`src/rtl/iterative_shifter.sv`:
```
// Multi-cycle shifter/rotator: walks the captured operand by up to STEP bits per
// cycle and publishes result/sout/err only when the operation completes.
module iterative_shifter #(
  parameter int REG_WIDTH = 32,
  parameter int STEP      = 4
) (
  input  logic                         clock,
  input  logic                         reset,
  input  logic                         start,
  input  logic [REG_WIDTH-1:0]         op_a,
  input  logic [$clog2(REG_WIDTH)-1:0] nbits,
  input  logic [2:0]                   mode,
  output logic [REG_WIDTH-1:0]         result,
  output logic                         sout,
  output logic                         busy,
  output logic                         done,
  output logic                         err
);
  localparam int CW = $clog2(REG_WIDTH);
  // remaining never exceeds REG_WIDTH-1, so capping the step there keeps k in CW bits
  localparam int              STEP_CAP = (STEP < REG_WIDTH) ? STEP : REG_WIDTH - 1;
  localparam logic [CW-1:0]   STEP_K   = CW'(STEP_CAP);
  localparam logic [CW:0]     WBITS    = (CW+1)'(REG_WIDTH);

  localparam logic [2:0] M_LSL = 3'b000, M_LSR = 3'b001, M_ASL = 3'b010,
                         M_ASR = 3'b011, M_ROL = 3'b100, M_ROR = 3'b101;

  typedef enum logic [1:0] {IDLE, BUSY, DONE} state_t;

  typedef struct packed {
    logic [2:0]           mode;
    logic [CW-1:0]        remaining;
    logic [REG_WIDTH-1:0] work;
  } job_t;

  state_t               state;
  job_t                 job;
  logic [CW-1:0]        k;
  logic [CW-1:0]        lidx;
  logic [CW-1:0]        ridx;
  logic [REG_WIDTH-1:0] step_val;
  logic                 step_out;
  logic                 legal;

  function automatic logic [REG_WIDTH-1:0] shift_by(input logic [REG_WIDTH-1:0] v,
                                                     input logic [CW-1:0] n,
                                                     input logic [2:0] m);
    logic [CW:0] back;
    back = WBITS - {1'b0, n};
    case (m)
      M_LSL, M_ASL: return v << n;
      M_LSR:        return v >> n;
      M_ASR:        return $unsigned($signed(v) >>> n);
      M_ROL:        return (v << n) | (v >> back);
      M_ROR:        return (v >> n) | (v << back);
      default:      return v;
    endcase
  endfunction

  assign legal = (mode <= M_ROR);

  always_comb begin
    k        = (job.remaining > STEP_K) ? STEP_K : job.remaining;
    lidx     = CW'(WBITS - {1'b0, k});
    ridx     = k - CW'(1);
    step_val = shift_by(job.work, k, job.mode);
    // even modes move left; the last bit leaving the word is the one reported
    step_out = job.mode[0] ? job.work[ridx] : job.work[lidx];
  end

  always_ff @(posedge clock) begin
    if (!reset) begin
      state  <= IDLE;
      job    <= '0;
      result <= '0;
      sout   <= 1'b0;
      busy   <= 1'b0;
      done   <= 1'b0;
      err    <= 1'b0;
    end else begin
      case (state)
        IDLE: begin
          done <= 1'b0;
          if (start) begin
            job.work      <= op_a;
            job.mode      <= mode;
            job.remaining <= nbits;
            if (nbits == '0 || !legal) begin
              state  <= DONE;
              done   <= 1'b1;
              result <= op_a;
              sout   <= 1'b0;
              err    <= !legal;
            end else begin
              state <= BUSY;
              busy  <= 1'b1;
            end
          end
        end
        BUSY: begin
          job.work      <= step_val;
          job.remaining <= job.remaining - k;
          if (job.remaining == k) begin
            state  <= DONE;
            busy   <= 1'b0;
            done   <= 1'b1;
            result <= step_val;
            sout   <= step_out;
            err    <= 1'b0;
          end
        end
        DONE: begin
          state <= IDLE;
          done  <= 1'b0;
        end
        default: begin
          state <= IDLE;
          busy  <= 1'b0;
          done  <= 1'b0;
        end
      endcase
    end
  end
endmodule
```
`config.mk`:
```
export PLATFORM = sky130hd
export DESIGN_NAME = iterative_shifter
export DESIGN_NICKNAME = d
export VERILOG_FILES = /design/src/rtl/iterative_shifter.sv
export SDC_FILE = /design/constraint.sdc
export NUM_CORES = 1
export LEC_CHECK = 0
export CORE_MARGIN = 2
export CORE_UTILIZATION = 45
export DETAILED_ROUTE_END_ITERATION = 6
export PLACE_DENSITY = 0.66
export SLEW_MARGIN = 10
export SYNTH_ARGS = -nofsm -noshare
export SYNTH_HDL_FRONTEND = slang
export SYNTH_SLANG_ARGS = --single-unit
```
`constraint.sdc`:
```
create_clock -name clock -period 6.1 [get_ports clock]
set_clock_uncertainty 0.1 [all_clocks]
set_input_delay 1.22 -clock clock [delete_from_list [all_inputs] [get_ports clock]]
set_output_delay 1.22 -clock clock [all_outputs]
set_load 0.02 [all_outputs]
```
# After elaboration in Yosys (flattened, before gate mapping)
# Index checks and enable logic that the tools add are counted.
# word_totals
inputBits,43
reg_bits,78
wordCells,80
out_inout_bits,36
# classes
addsub,3
mux,32
bitwise,3
n_reduce_logical,12
eq_ne,12
n_lt_le_gt_ge,4
n_shift,5
# op_table
operator,count
$pmux 32 s5,1
$mux 32,3
$pmux 37 s2,1
$or 32x32->32,2
$pmux 32 s2,1
$mux 37,1
$shl 32x5->32,1
$shl 32x6->32,1
$shr 32x5->32,1
$shr 32x6->32,1
$sshr 32x5->32,1
$mux 1,14
$lt 5x6->1 const B,2
$bmux 1 s5,2
$ne 2x2->1 const B,4
$reduce_and 4->1,2
$eq 3x2->1 const B,2
$eq 3x3->1 const B,2
$mux 2,3
$pmux 1 s2,3
$reduce_and 2->1,3
$sub 6x5->6 const A,1
$eq 5x5->1,1
$gt 5x3->1 const B,1
17 further kinds,17

# Logic depth before layout (Yosys ltp)
# Gate-level depths: netlist (run 1).
# logic_depth
depth_word,8
mapped_depth,16
ltp_nobuf,9

# Worst setup path after synthesis (run 1)
# OpenSTA, ideal clock, no wires.
# synth_path
kind,register to register
startpoint,register job[34] (netlist name)
endpoint,register sout
n_path_buf,7
setup_time_ns,0.120
stages_incl_launch_ff,15
setup_slack_ns,2.352
t_arrival_ns,3.527
required_ns,5.880
synth_period_minus_slack_ns,3.748
path_cell_list,dfxtp_1 > buf_4 > clkbuf_1 > nor4b_2 > inv_1 > clkbuf_1 > ha_1 > buf_2 > buf_1 > buf_1 > clkbuf_1 > nor3_1 > a221o_1 > nor3_1 > o21ai_1
# synth_via
elab_chain_cells,8
elab_cells_between_ends,14
cone_classes,add/sub: 2; order compare: 1; eq/ne: 2; mux: 8; reduce/logical: 1
# synth_rtl
element,line_no,source
"start, declared",37,job_t job;
$gt 5x3->1,63,k = (job.remaining > STEP_K) ? STEP_K : job.remaining;
$mux 5,63,
$sub 6x5->6 or $sub 5x1->5 (tied branches),--,
$bmux 1 s5,68,step_out = job.mode[0] ? job.work[ridx] : job.work[lidx];
$mux 1 (implied by the code),68,
$mux 1,68,
$mux 1,103,if (job.remaining == k) begin
$pmux 1 s2,81,case (state)
"end signal, assigned",108,sout <= step_out;
"end, declared",14,"output logic sout,"
# Several ways; a longest one is shown, not always the timed one. The select of a mux whose other input is x is not followed.
# A chain may end at the register's enable or synchronous reset.

# Worst setup path after layout (run 1)
# layout_path
startpoint,input start
endpoint,register result[21]
# layout_via
elab_chain_cells,2
# layout_rtl
element,line_no,source
"start, declared",9,"input logic start,"
$ne 2x2->1 (no line),--,
$reduce_and 4->1 (no line),--,
"end signal, assigned",91,result <= op_a;
"end signal, assigned",107,result <= step_val;
"end, declared",13,"output logic [REG_WIDTH-1:0] result,"
# Every way passes these cells.

==> summary.txt, run 1 <==
Outcome
  • Outcome: finished, final reports clean

Run
  • Count of maximum capacitance violations: 0

Critical path
  • Arrival time of data at the critical path endpoint: 4.52 ns
  • Critical Path Source Type: input pin
  • Crit Path Class: in2reg
  • Maximum cell stage delay along the critical path: 0.89 ns
  • CP endpoint kind: flop
  • Ordered cell list for the critical path: clkdlybuf4s50_1 > o21bai_2 > nor2_1 > a22o_1 > nand2_1 > buf_4 > nor2_1 > a22o_1
  • Slowest stage cell, crit path: o21bai_2
  • Cell count along the critical path: 8
  • CP delay by family, top: compound AO/OA/AOI/OAI gates
  • Register-to-Register Path Depth: 10
  • CP Buf/Inv Count: 2
  • Crit path max fanout: 26
  • Required @ worst endpoint: 6.24 ns

Clock network
  • Sink Count: 78
  • Clock transition at the registers of the reported paths: 0.06 ns
  • H-tree levels: 3
  • Post-cts repair resize count: 0
  • Latest clock arrival within the worst-skew pair: 0.36 ns
  • TritonCTS Buffers: 9
  • TritonCTS clock tree: yes
  • Number of buffers on the longest clock path: 2
  • Post-CTS setup-driven buffer insertion count: 0
  • Number of hold buffers added after cts: 0
  • Clock root buffer master: clkbuf_16

Power and ir drop
  • Leak pwr: 3.00 nW
  • Maximum resistive drop on vdd: 0.178 mV
  • Overall power consumption: 2.77 mW
  • Cell Pwr Density: 320 nW/um2

Timing
  • Final number of setup-violating endpoints: 0
  • Worst slew margin relative to its limit: 24.2%
  • Hold slack: 0.353 ns
  • Min Clock Period, post-route: 4.37 ns
  • Ratio of final minimum period to clock period: 71.7%
  • Final hold violation count: 0
  • Max Fclk: 229 MHz
  • Setup repair after global routing missed its margin: false
  • Final count of pins violating max slew: 0
  • Slew at the pin closest to its max-slew limit: 1.14 ns
  • Worst Slack Setup Final: 1.73 ns
  • Setup TNS: 0 ns

Floorplan
  • Die width: 134 um
  • Die outline area: 17800 um2
  • Placement Rows: 47
  • Die Y: 134 um
  • Core area: 16500 um2
  • Initial cell density of the core: 45.8%
  • Number of top-level pins: 79

Synth
  • Mapped Nets: 1070
  • Cell Area, Synth: 7550 um2
  • Dominant register cell in the synthesized netlist: dfxtp_1
  • Mean cell area of the mapped netlist: 7.36 um2
  • Yosys reg bits: 78
  • Synthesis Warnings: 0
  • Share of the yosys chip area belonging to registers: 20.7%
  • Post-synthesis cell count: 1025
  • Count of flip-flops with a built-in enable after synthesis: 0
  • Fraction of synthesis flops using an asynchronous set or reset pin: 0%
  • Distinct cell type count of the synthesized netlist: 91

Routing
  • Number of remaining DRC errors: 0
  • Pre-Repair DR Iteration Count: 6
  • Detailed-route wire length: 37500 um
  • Vias/cell: 7.39
  • Violation count after the first detailed-route iteration: 1697
  • DR WL/cell: 30.1 um
  • Number of nets still failing antenna checks after routing: 0
  • Number of vias after detailed routing: 9228

Placement
  • Standard cell area after detailed placement: 8360 um2
  • Number of buffer cells added on primary ports: 78
  • Final estimated routing congestion in global placement: 1.07
  • Cell count after placement: 1233
  • Half-perimeter wire length after placement: 25600 um
  • Worst Setup Slack post-DPL: 1.40 ns

Final layout
  • Post-route insts no fill: 1249
  • Final design utilization: 52.6%
  • Total Nets Final: 1069
  • Commonest non-fill, non-tap cell in the layout: nand2_1
  • Share of cells above drive strength 1: 9.82%
  • Synth-to-layout area growth: 14.7%
  • Diode insertion count for antenna repair: 0
  • Top library cells by usage in the layout, fill and taps aside: nand2_1 (117), dfxtp_1 (78), clkdlybuf4s50_1 (77)
  • Final design instance area without fill: 8660 um2

Global routing
  • Antenna violations before repair: 0
  • Vias in the first global route: 8416
  • Peak-usage layer in the global routing report: met2
  • Global-route congestion overflow total: 0
  • Fraction of met1 tracks used by global routing: 54.0%
  • Overall routing resource usage: 41.6%
  • Global-route wire length before repair: 55400 um
  • Global-route met3 utilization: 16.9%
  • Met2 Resource Use GR: 56.9%
  • Largest net degree at the start of global routing: 61

Hold path
  • Class of the tightest hold or removal check: reg2reg
  • Hold-critical path depth: 2
synthesized netlist by cell type, types with 8 or more instances:
| cell type | number | share of area, % |
|---|---|---|
| nand2_1 | 117 | 5.8 |
| clkbuf_1 | 91 | 4.5 |
| dfxtp_1 | 78 | 21 |
| nor2_1 | 77 | 3.8 |
| mux2i_1 | 74 | 9.8 |
| o21ai_0 | 67 | 4.4 |
| a21oi_1 | 60 | 4.0 |
| nand3_1 | 32 | 2.1 |
| o22ai_1 | 28 | 2.3 |
| o21ai_1 | 21 | 1.4 |
| a31oi_1 | 20 | 1.7 |
| nor3_1 | 18 | 1.2 |
| o211ai_1 | 18 | 1.8 |
| a211oi_1 | 17 | 1.7 |
| o31ai_1 | 16 | 1.6 |
| buf_2 | 14 | 0.93 |
| mux2_2 | 13 | 1.9 |
| buf_1 | 11 | 0.55 |
| mux4_2 | 11 | 3.3 |
| nor2b_1 | 11 | 0.91 |
| nor4_1 | 11 | 0.91 |
| o221ai_1 | 11 | 1.3 |
| a221oi_1 | 9 | 1.0 |
| and2_1 | 9 | 0.75 |
| and3_1 | 8 | 0.66 |
| nand2b_1 | 8 | 0.66 |
area by class of cell:
class	count	area, um2
Clock buffer	9	225
Clock inverter	7	80.1
Fill cell	1630	7800
Inverter	10	37.5
Multi-Input combinational cell	814	5460
Sequential cell	78	1560
Tap cell	220	275
Timing Repair Buffer	111	1020
kinds of logic (layout without fill, tap and decap cells):
group	after synthesis	in the layout	synth area share (%)
fa+ha+maj	2	2	0.331
compound gates	374	374	34.2
mux	102	102	15.7
simple gates	335	335	21.7
buf+inv	133	137	7.31
other cells	1	1	0.0497
flops	78	78	20.7
path summary, 6_finish.rpt:
path	to	slack, ns	start
worst min-delay path	result[30]$_SDFFE_PN0P_	0.35	result[30]$_SDFFE_PN0P_
worst max-delay path	result[21]$_SDFFE_PN0P_	1.73	start
worst max register to register	job[13]$_SDFFE_PN0P_	1.79	job[36]$_SDFFE_PN0P_
worst min register to register	result[30]$_SDFFE_PN0P_	0.35	result[30]$_SDFFE_PN0P_
metal layers:
layer / vias up / share of wire, %
met5: - / 0
met4: 0 / 7.4
met3: 230 / 16
met2: 813 / 39
met1: 4263 / 38
li1: 3922 / -
sequential cells by signal, summed over array words and instances (netlist names):
register,cells
result,32
job,40
state,2
sout,1
done,1
busy,1
err,1
worst min-delay path, delay by kind of cell (launching register included):
family | cells | cell delay (ns)
DFF | 1 | 0.31
AOI/OAI and AO/OA | 1 | 0.05
and+or+nand+nor | 1 | 0.05
report_power, final:
group / internal (mW) / switching (mW)
sequential: 0.585 / 0.193
clock: 0.324 / 0.251
combinational: 0.502 / 0.918
total: 1.41 / 1.36
(Power assumes the default switching activity.)
==> run 2: changes to the inputs <==
--- a/config.mk
+++ b/config.mk
@@ -8,7 +8,7 @@
 export CORE_MARGIN = 2
 export CORE_UTILIZATION = 45
 export DETAILED_ROUTE_END_ITERATION = 6
-export PLACE_DENSITY = 0.66
+export PLACE_DENSITY = 0.68
 export SLEW_MARGIN = 10
 export SYNTH_ARGS = -nofsm -noshare
 export SYNTH_HDL_FRONTEND = slang
==> constraint.sdc (replaced) <==
create_clock -name clock -period 3.5 [get_ports clock]
set_clock_uncertainty 0.1 [all_clocks]
set_input_delay 0.7 -clock clock [delete_from_list [all_inputs] [get_ports clock]]
set_output_delay 0.7 -clock clock [all_outputs]
set_load 0.02 [all_outputs]
==> summary.txt, run 2 (synthesis results as in run 1) <==
Power and ir drop
  • Overall power consumption: 5.16 mW (was 2.77 mW)
  • Leak pwr: 3.31 nW (was 3.00 nW)
  • Maximum resistive drop on vdd: 0.350 mV (was 0.178 mV)
  • Cell Pwr Density: 562 nW/um2 (was 320 nW/um2)

Placement
  • Cell count after placement: 1294 (was 1233)
  • Standard cell area after detailed placement: 8860 um2 (was 8360 um2)
  • Half-perimeter wire length after placement: 29600 um (was 25600 um)
  • Worst Setup Slack post-DPL: 0.143 ns (was 1.40 ns)
  • Final estimated routing congestion in global placement: 1.11 (was 1.07)
  • Number of buffer cells added on primary ports: 78 (unchanged)

Outcome
  • Outcome: finished, final reports clean (unchanged)

Floorplan
  • Initial cell density of the core: 45.8% (unchanged)
  • Die width: 134 um (unchanged)
  • Die outline area: 17800 um2 (unchanged)
  • Core area: 16500 um2 (unchanged)
  • Die Y: 134 um (unchanged)
  • Number of top-level pins: 79 (unchanged)
  • Placement Rows: 47 (unchanged)

Global routing
  • Vias in the first global route: 9115 (was 8416)
  • Global-route congestion overflow total: 0 (unchanged)
  • Largest net degree at the start of global routing: 61 (unchanged)
  • Global-route wire length before repair: 60800 um (was 55400 um)
  • Overall routing resource usage: 46.2% (was 41.6%)
  • Antenna violations before repair: 1 (was 0)

Critical path
  • Reg-to-Reg Start: job[34]$_SDFFE_PN0P_ (was job[36]$_SDFFE_PN0P_)
  • Critical Path Source Type: flop (was input pin)
  • Startpoint of the most critical setup path: job[34]$_SDFFE_PN0P_ (was start)
  • Required @ worst endpoint: 3.67 ns (was 6.24 ns)
  • Maximum cell stage delay along the critical path: 0.79 ns (was 0.89 ns)
  • Arrival time of data at the critical path endpoint: 3.49 ns (was 4.52 ns)
  • CP Buf/Inv Count: 2 (unchanged)
  • CP endpoint kind: flop (unchanged)
  • Ordered cell list for the critical path: nor4b_4 > inv_2 > ha_4 > buf_4 > nor2_1 > a221o_1 > a31oi_1 > and3_1 > o31ai_1 (was clkdlybuf4s50_1 > o21bai_2 > nor2_1 > a22o_1 > nand2_1 > buf_4 > nor2_1 > a22o_1)
  • Slowest stage cell, crit path: nor2_1 (was o21bai_2)
  • Cell count along the critical path: 9 (was 8)
  • Crit path max fanout: 12 (was 26)
  • Register-to-Register Path Depth: 9 (was 10)
  • Crit Path Class: reg2reg (was in2reg)
  • CP delay by family, top: simple AND/OR/NAND/NOR gates (was compound AO/OA/AOI/OAI gates)

Clock network
  • H-tree levels: 3 (unchanged)
  • Number of buffers on the longest clock path: 2 (unchanged)
  • TritonCTS Buffers: 9 (unchanged)
  • Number of hold buffers added after cts: 0 (unchanged)
  • Clock transition at the registers of the reported paths: 0.07 ns (was 0.06 ns)
  • TritonCTS clock tree: yes (unchanged)
  • Sink Count: 78 (unchanged)
  • Clock root buffer master: clkbuf_16 (unchanged)
  • Latest clock arrival within the worst-skew pair: 0.37 ns (was 0.36 ns)

Routing
  • Violation count after the first detailed-route iteration: 1680 (was 1697)
  • Pre-Repair DR Iteration Count: 6 (unchanged)
  • Vias/cell: 7.39 (about the same)
  • Met3 Routed Length: 5880 um (about the same)
  • Number of nets still failing antenna checks after routing: 0 (unchanged)
  • Detailed-routed wire length on met2: 16700 um (was 14700 um)
  • DR WL/cell: 31.6 um (was 30.1 um)
  • Number of vias after detailed routing: 9690 (was 9228)
  • Wire length on met1: 15900 um (was 14200 um)
  • Number of remaining DRC errors: 0 (unchanged)
  • Top routing layer in use: met5 (was met4)
  • Detailed-route wire length: 41500 um (was 37500 um)

Final layout
  • Share of cells above drive strength 1: 15.1% (was 9.82%)
  • Register ranked first by flip-flop count: job (unchanged)
  • Synth-to-layout area growth: 21.7% (was 14.7%)
  • Post-route insts no fill: 1311 (was 1249)
  • Final design utilization: 55.8% (was 52.6%)
  • Max reg flops: 40 (unchanged)
  • Commonest non-fill, non-tap cell in the layout: nand2_1 (unchanged)
  • Total Nets Final: 1130 (was 1069)
  • Top library cells by usage in the layout, fill and taps aside: nand2_1 (117), buf_4 (91), dfxtp_1 (78) (was nand2_1 (117), dfxtp_1 (78), clkdlybuf4s50_1 (77))
  • Final design instance area without fill: 9190 um2 (was 8660 um2)
  • Biggest regs: job x40, result x32, state x2 (unchanged)
  • Count of fill cells added during filler insertion: 1620 (was 1630)

Timing
  • Final count of pins violating max slew: 0 (unchanged)
  • Min Clock Period, post-route: 3.31 ns
  • Setup repair after global routing missed its margin: false (unchanged)
  • Final hold violation count: 0 (unchanged)
  • Max Fclk: 302 MHz
  • Slew at the pin closest to its max-slew limit: 1.02 ns (was 1.14 ns)
  • Worst slew margin relative to its limit: 31.6% (was 24.2%)
  • Hold slack: 0.348 ns (was 0.353 ns)
  • Worst Slack Setup Final: 0.187 ns (was 1.73 ns)
  • Setup TNS: 0 ns (unchanged)
  • Ratio of final minimum period to clock period: 94.7%
  • Final number of setup-violating endpoints: 0 (unchanged)

Hold path
  • Hold Crit Start: result[6]$_SDFFE_PN0P_ (was result[30]$_SDFFE_PN0P_)
  • Hold-critical path depth: 2 (unchanged)
  • Class of the tightest hold or removal check: reg2reg (unchanged)

Run
  • Count of maximum capacitance violations: 0 (unchanged)
-- run 2: changes by cell type in the layout (fill, tap and decap cells not counted), moves of 2 or more --
cell / before / now
inv_6: 3 / 0
buf_4: 33 / 91
buf_12: 0 / 3
clkinv_4: 0 / 2
-- run 2: worst reg2reg max path: cells and delay by family, from the launching register on --
kind                     cells  cell delay (ns)
buffers and inverters        2             0.30
AND/OR/NAND/NOR              3             1.54
adder cells (fa/ha/maj)      1             0.18
flip-flops                   1             0.42
AO/OA/AOI/OAI                3             0.69
-- run 2: final timing paths --
| kind | to | slack [ns] |
|---|---|---|
| worst max-delay path | result[24]$_SDFFE_PN0P_ | 0.19 |
| worst min-delay path | result[6]$_SDFFE_PN0P_ | 0.35 |
| worst max register to register | result[24]$_SDFFE_PN0P_ | 0.19 |
| worst min register to register | result[6]$_SDFFE_PN0P_ | 0.35 |
-- run 2: layer usage --
metal / vias to the layer above / global-route usage, %
met1: 4498 / 61.2
li1: 4054 / -
met5: - / 0
met3: 245 / 15.8
met4: 2 / 27.3
met2: 891 / 64.8
-- run 2: where the power goes --
group	internal [mW]	switching (mW)	leakage, nW
registers	1.02	0.286	0.643
logic	1.04	1.81	2.52
clock network	0.560	0.449	0.145
-- run 2: cell type report --
cell class                      instances  area, um2  area share (%)
Timing Repair Buffer                  172       1520            16.5
Multi-Input combinational cell        814       5490            59.8
Tap cell                              220        275            3.00
Inverter                               10       37.5           0.408
Antenna cell                            1       2.50          0.0272
Sequential cell                        78       1560            17.0
Clock inverter                          6       71.3           0.776
Clock buffer                           10        229            2.49
-- run 2: timing repair --
item,in CTS,in global routing
endpoints found under the setup margin,0,15
gates resized for setup,0,4
buffers inserted,0,0
==> run 3: changes to the inputs <==
--- a/config.mk
+++ b/config.mk
@@ -5,10 +5,10 @@
 export SDC_FILE = /design/constraint.sdc
 export NUM_CORES = 1
 export LEC_CHECK = 0
-export CORE_MARGIN = 2
-export CORE_UTILIZATION = 45
+export CORE_MARGIN = 10
+export CORE_UTILIZATION = 39
 export DETAILED_ROUTE_END_ITERATION = 6
-export PLACE_DENSITY = 0.68
+export PLACE_DENSITY = 0.61
 export SLEW_MARGIN = 10
 export SYNTH_ARGS = -nofsm -noshare
 export SYNTH_HDL_FRONTEND = slang
==> summary.txt, run 3 (synthesis results as in run 1) <==
Outcome
  • Outcome: finished with violations (was finished, final reports clean)
  • Violations in the final reports: DRC

Floorplan
  • Placement Rows: 50 (was 47)
  • Number of top-level pins: 79 (unchanged)
  • Die Y: 159 um (was 134 um)
  • Initial cell density of the core: 40.0% (was 45.8%)
  • Core area: 18900 um2 (was 16500 um2)
  • Die outline area: 25300 um2 (was 17800 um2)
  • Die width: 159 um (was 134 um)

Critical path
  • Arrival time of data at the critical path endpoint: 3.42 ns (was 3.49 ns)
  • Crit Path Class: reg2reg (unchanged)
  • Maximum cell stage delay along the critical path: 0.56 ns (was 0.79 ns)
  • CP Buf/Inv Count: 2 (unchanged)
  • Slowest stage cell, crit path: nor3_1 (was nor2_1)
  • Required @ worst endpoint: 3.62 ns (was 3.67 ns)
  • Critical Path Source Type: flop (unchanged)
  • Ordered cell list for the critical path: nor4b_4 > inv_1 > ha_4 > or4_1 > nand2b_1 > buf_12 > mux2_1 > o32ai_1 > nor3_1 > o21ai_1 (was nor4b_4 > inv_2 > ha_4 > buf_4 > nor2_1 > a221o_1 > a31oi_1 > and3_1 > o31ai_1)
  • CP delay by family, top: simple AND/OR/NAND/NOR gates (unchanged)
  • CP endpoint kind: flop (unchanged)
  • Crit path max fanout: 10 (was 12)

Routing
  • Detailed-routed wire length on met2: 16500 um (was 16700 um)
  • Number of nets still failing antenna checks after routing: 0 (unchanged)
  • Number of remaining DRC errors: 1 (was 0)
  • Met3 Routed Length: 5750 um (was 5880 um)
  • DR WL/cell: 30.7 um (was 31.6 um)
  • Wire length on met1: 16100 um (was 15900 um)
  • Violation count after the first detailed-route iteration: 1839 (was 1680)
  • Detailed-route wire length: 41300 um (was 41500 um)
  • Top routing layer in use: met4 (was met5)
  • Number of vias after detailed routing: 9495 (was 9690)
  • Pre-Repair DR Iteration Count: 7 (was 6)
  • Vias/cell: 7.04 (was 7.39)

Timing
  • Final hold violation count: 0 (unchanged)
  • Setup repair after global routing missed its margin: false (unchanged)
  • Final count of pins violating max slew: 0 (unchanged)
  • Ratio of final minimum period to clock period: 94.4% (was 94.7%)
  • Final number of setup-violating endpoints: 0 (unchanged)
  • Slew at the pin closest to its max-slew limit: 0.904 ns (was 1.02 ns)
  • Worst Slack Setup Final: 0.196 ns (was 0.187 ns)
  • Worst slew margin relative to its limit: 39.5% (was 31.6%)
  • Max Fclk: 303 MHz (was 302 MHz)
  • Setup TNS: 0 ns (unchanged)
  • Hold slack: 0.350 ns (was 0.348 ns)
  • Min Clock Period, post-route: 3.30 ns (was 3.31 ns)

Final layout
  • Diode insertion count for antenna repair: 0 (was 1)
  • Commonest non-fill, non-tap cell in the layout: nand2_1 (unchanged)
  • Register ranked first by flip-flop count: job (unchanged)
  • Top library cells by usage in the layout, fill and taps aside: nand2_1 (117), buf_4 (88), dfxtp_1 (78) (was nand2_1 (117), buf_4 (91), dfxtp_1 (78))
  • Biggest regs: job x40, result x32, state x2 (unchanged)
  • Synth-to-layout area growth: 22.1% (was 21.7%)
  • Share of cells above drive strength 1: 14.8% (was 15.1%)
  • Post-route insts no fill: 1348 (was 1311)
  • Max reg flops: 40 (unchanged)
  • Total Nets Final: 1128 (was 1130)

Global routing
  • Global-route wire length before repair: 60700 um (was 60800 um)
  • Overall routing resource usage: 30.8% (was 46.2%)
  • Antenna violations before repair: 1 (unchanged)
  • Vias in the first global route: 8968 (was 9115)
  • Global-route congestion overflow total: 0 (unchanged)
  • Largest net degree at the start of global routing: 52 (was 61)

Clock network
  • Number of buffers on the longest clock path: 2 (unchanged)
  • Clock root buffer master: clkbuf_16 (unchanged)
  • TritonCTS clock tree: yes (unchanged)
  • Post-CTS setup-driven buffer insertion count: 0 (unchanged)
  • Latest clock arrival within the worst-skew pair: 0.36 ns (was 0.37 ns)
  • Post-cts repair resize count: 0 (unchanged)
  • TritonCTS Buffers: 9 (unchanged)
  • H-tree levels: 3 (unchanged)
  • Sink Count: 78 (unchanged)
  • Clock transition at the registers of the reported paths: 0.06 ns (was 0.07 ns)
  • Number of hold buffers added after cts: 0 (unchanged)

Power and ir drop
  • Cell Pwr Density: 553 nW/um2 (was 562 nW/um2)
  • Maximum resistive drop on vdd: 0.357 mV (was 0.350 mV)
  • Leak pwr: 3.30 nW (was 3.31 nW)

Placement
  • Final estimated routing congestion in global placement: 1.07 (was 1.11)
  • Cell count after placement: 1332 (was 1294)
  • Half-perimeter wire length after placement: 29300 um (was 29600 um)
  • Number of buffer cells added on primary ports: 78 (unchanged)
  • Worst Setup Slack post-DPL: 0.0970 ns (was 0.143 ns)

Run
  • Count of maximum capacitance violations: 0 (unchanged)

Hold path
  • Class of the tightest hold or removal check: reg2reg (unchanged)
run 3: cell count changes in the layout (fill, tap and decap cells not counted), sizes merged:
cell    before  now
buf         95   93
inv          9   12
clkinv       5    3
clkbuf      10    9
diode        1    0
run 3: worst paths after layout:
kind	from	end	slack, ns	cells past startpoint
worst max-delay path	job[36]$_SDFFE_PN0P_	result[30]$_SDFFE_PN0P_	0.20	10
worst min-delay path	result[27]$_SDFFE_PN0P_	result[27]$_SDFFE_PN0P_	0.35	2
worst max register to register	job[36]$_SDFFE_PN0P_	result[30]$_SDFFE_PN0P_	0.20	10
worst min register to register	result[27]$_SDFFE_PN0P_	result[27]$_SDFFE_PN0P_	0.35	2
run 3: report_power, final:
part | internal (mW) | total, mW | switching (mW) | leakage, nW
clock network | 0.565 | 1.01 | 0.445 | 0.149
registers | 1.02 | 1.34 | 0.318 | 0.643
logic | 1.03 | 2.75 | 1.72 | 2.51
run 3: cell type report:
type,instances,area (um2)
fillers,1932,9670
multi-input cells,814,5480
flip-flops and latches,78,1560
repair buffers,170,1510
well taps,260,325
clock buffers,9,225
clock inverters,7,80.1
inverters,10,37.5
run 3: tightest hold or removal path: stages (launching register included):
cell and delay, ns:
dfxtp_1 0.31, nand2_1 0.05, o21ai_1 0.05
run 3: routing by layer:
| layer | track usage (%) | up-vias |
|---|---|---|
| met3 | 10.0 | 225 |
| met1 | 39.8 | 4395 |
| met2 | 43.8 | 835 |
| met4 | 18.1 | 0 |
| met5 | 0 | - |
| li1 | - | 4040 |
run 3: per-stage QoR:
| step | util [%] | power, mW | instance area (um2) |
|---|---|---|---|
| after floorplan | - | 2.80 | 7570 |
| after global placement | 47.1 | 3.97 | 8890 |
| after detailed placement | 47.1 | 3.93 | 8890 |
| after CTS | 48.7 | 4.96 | 9200 |
| after global routing | 48.8 | 5.25 | 9220 |
| final | 48.8 | 5.10 | 9220 |
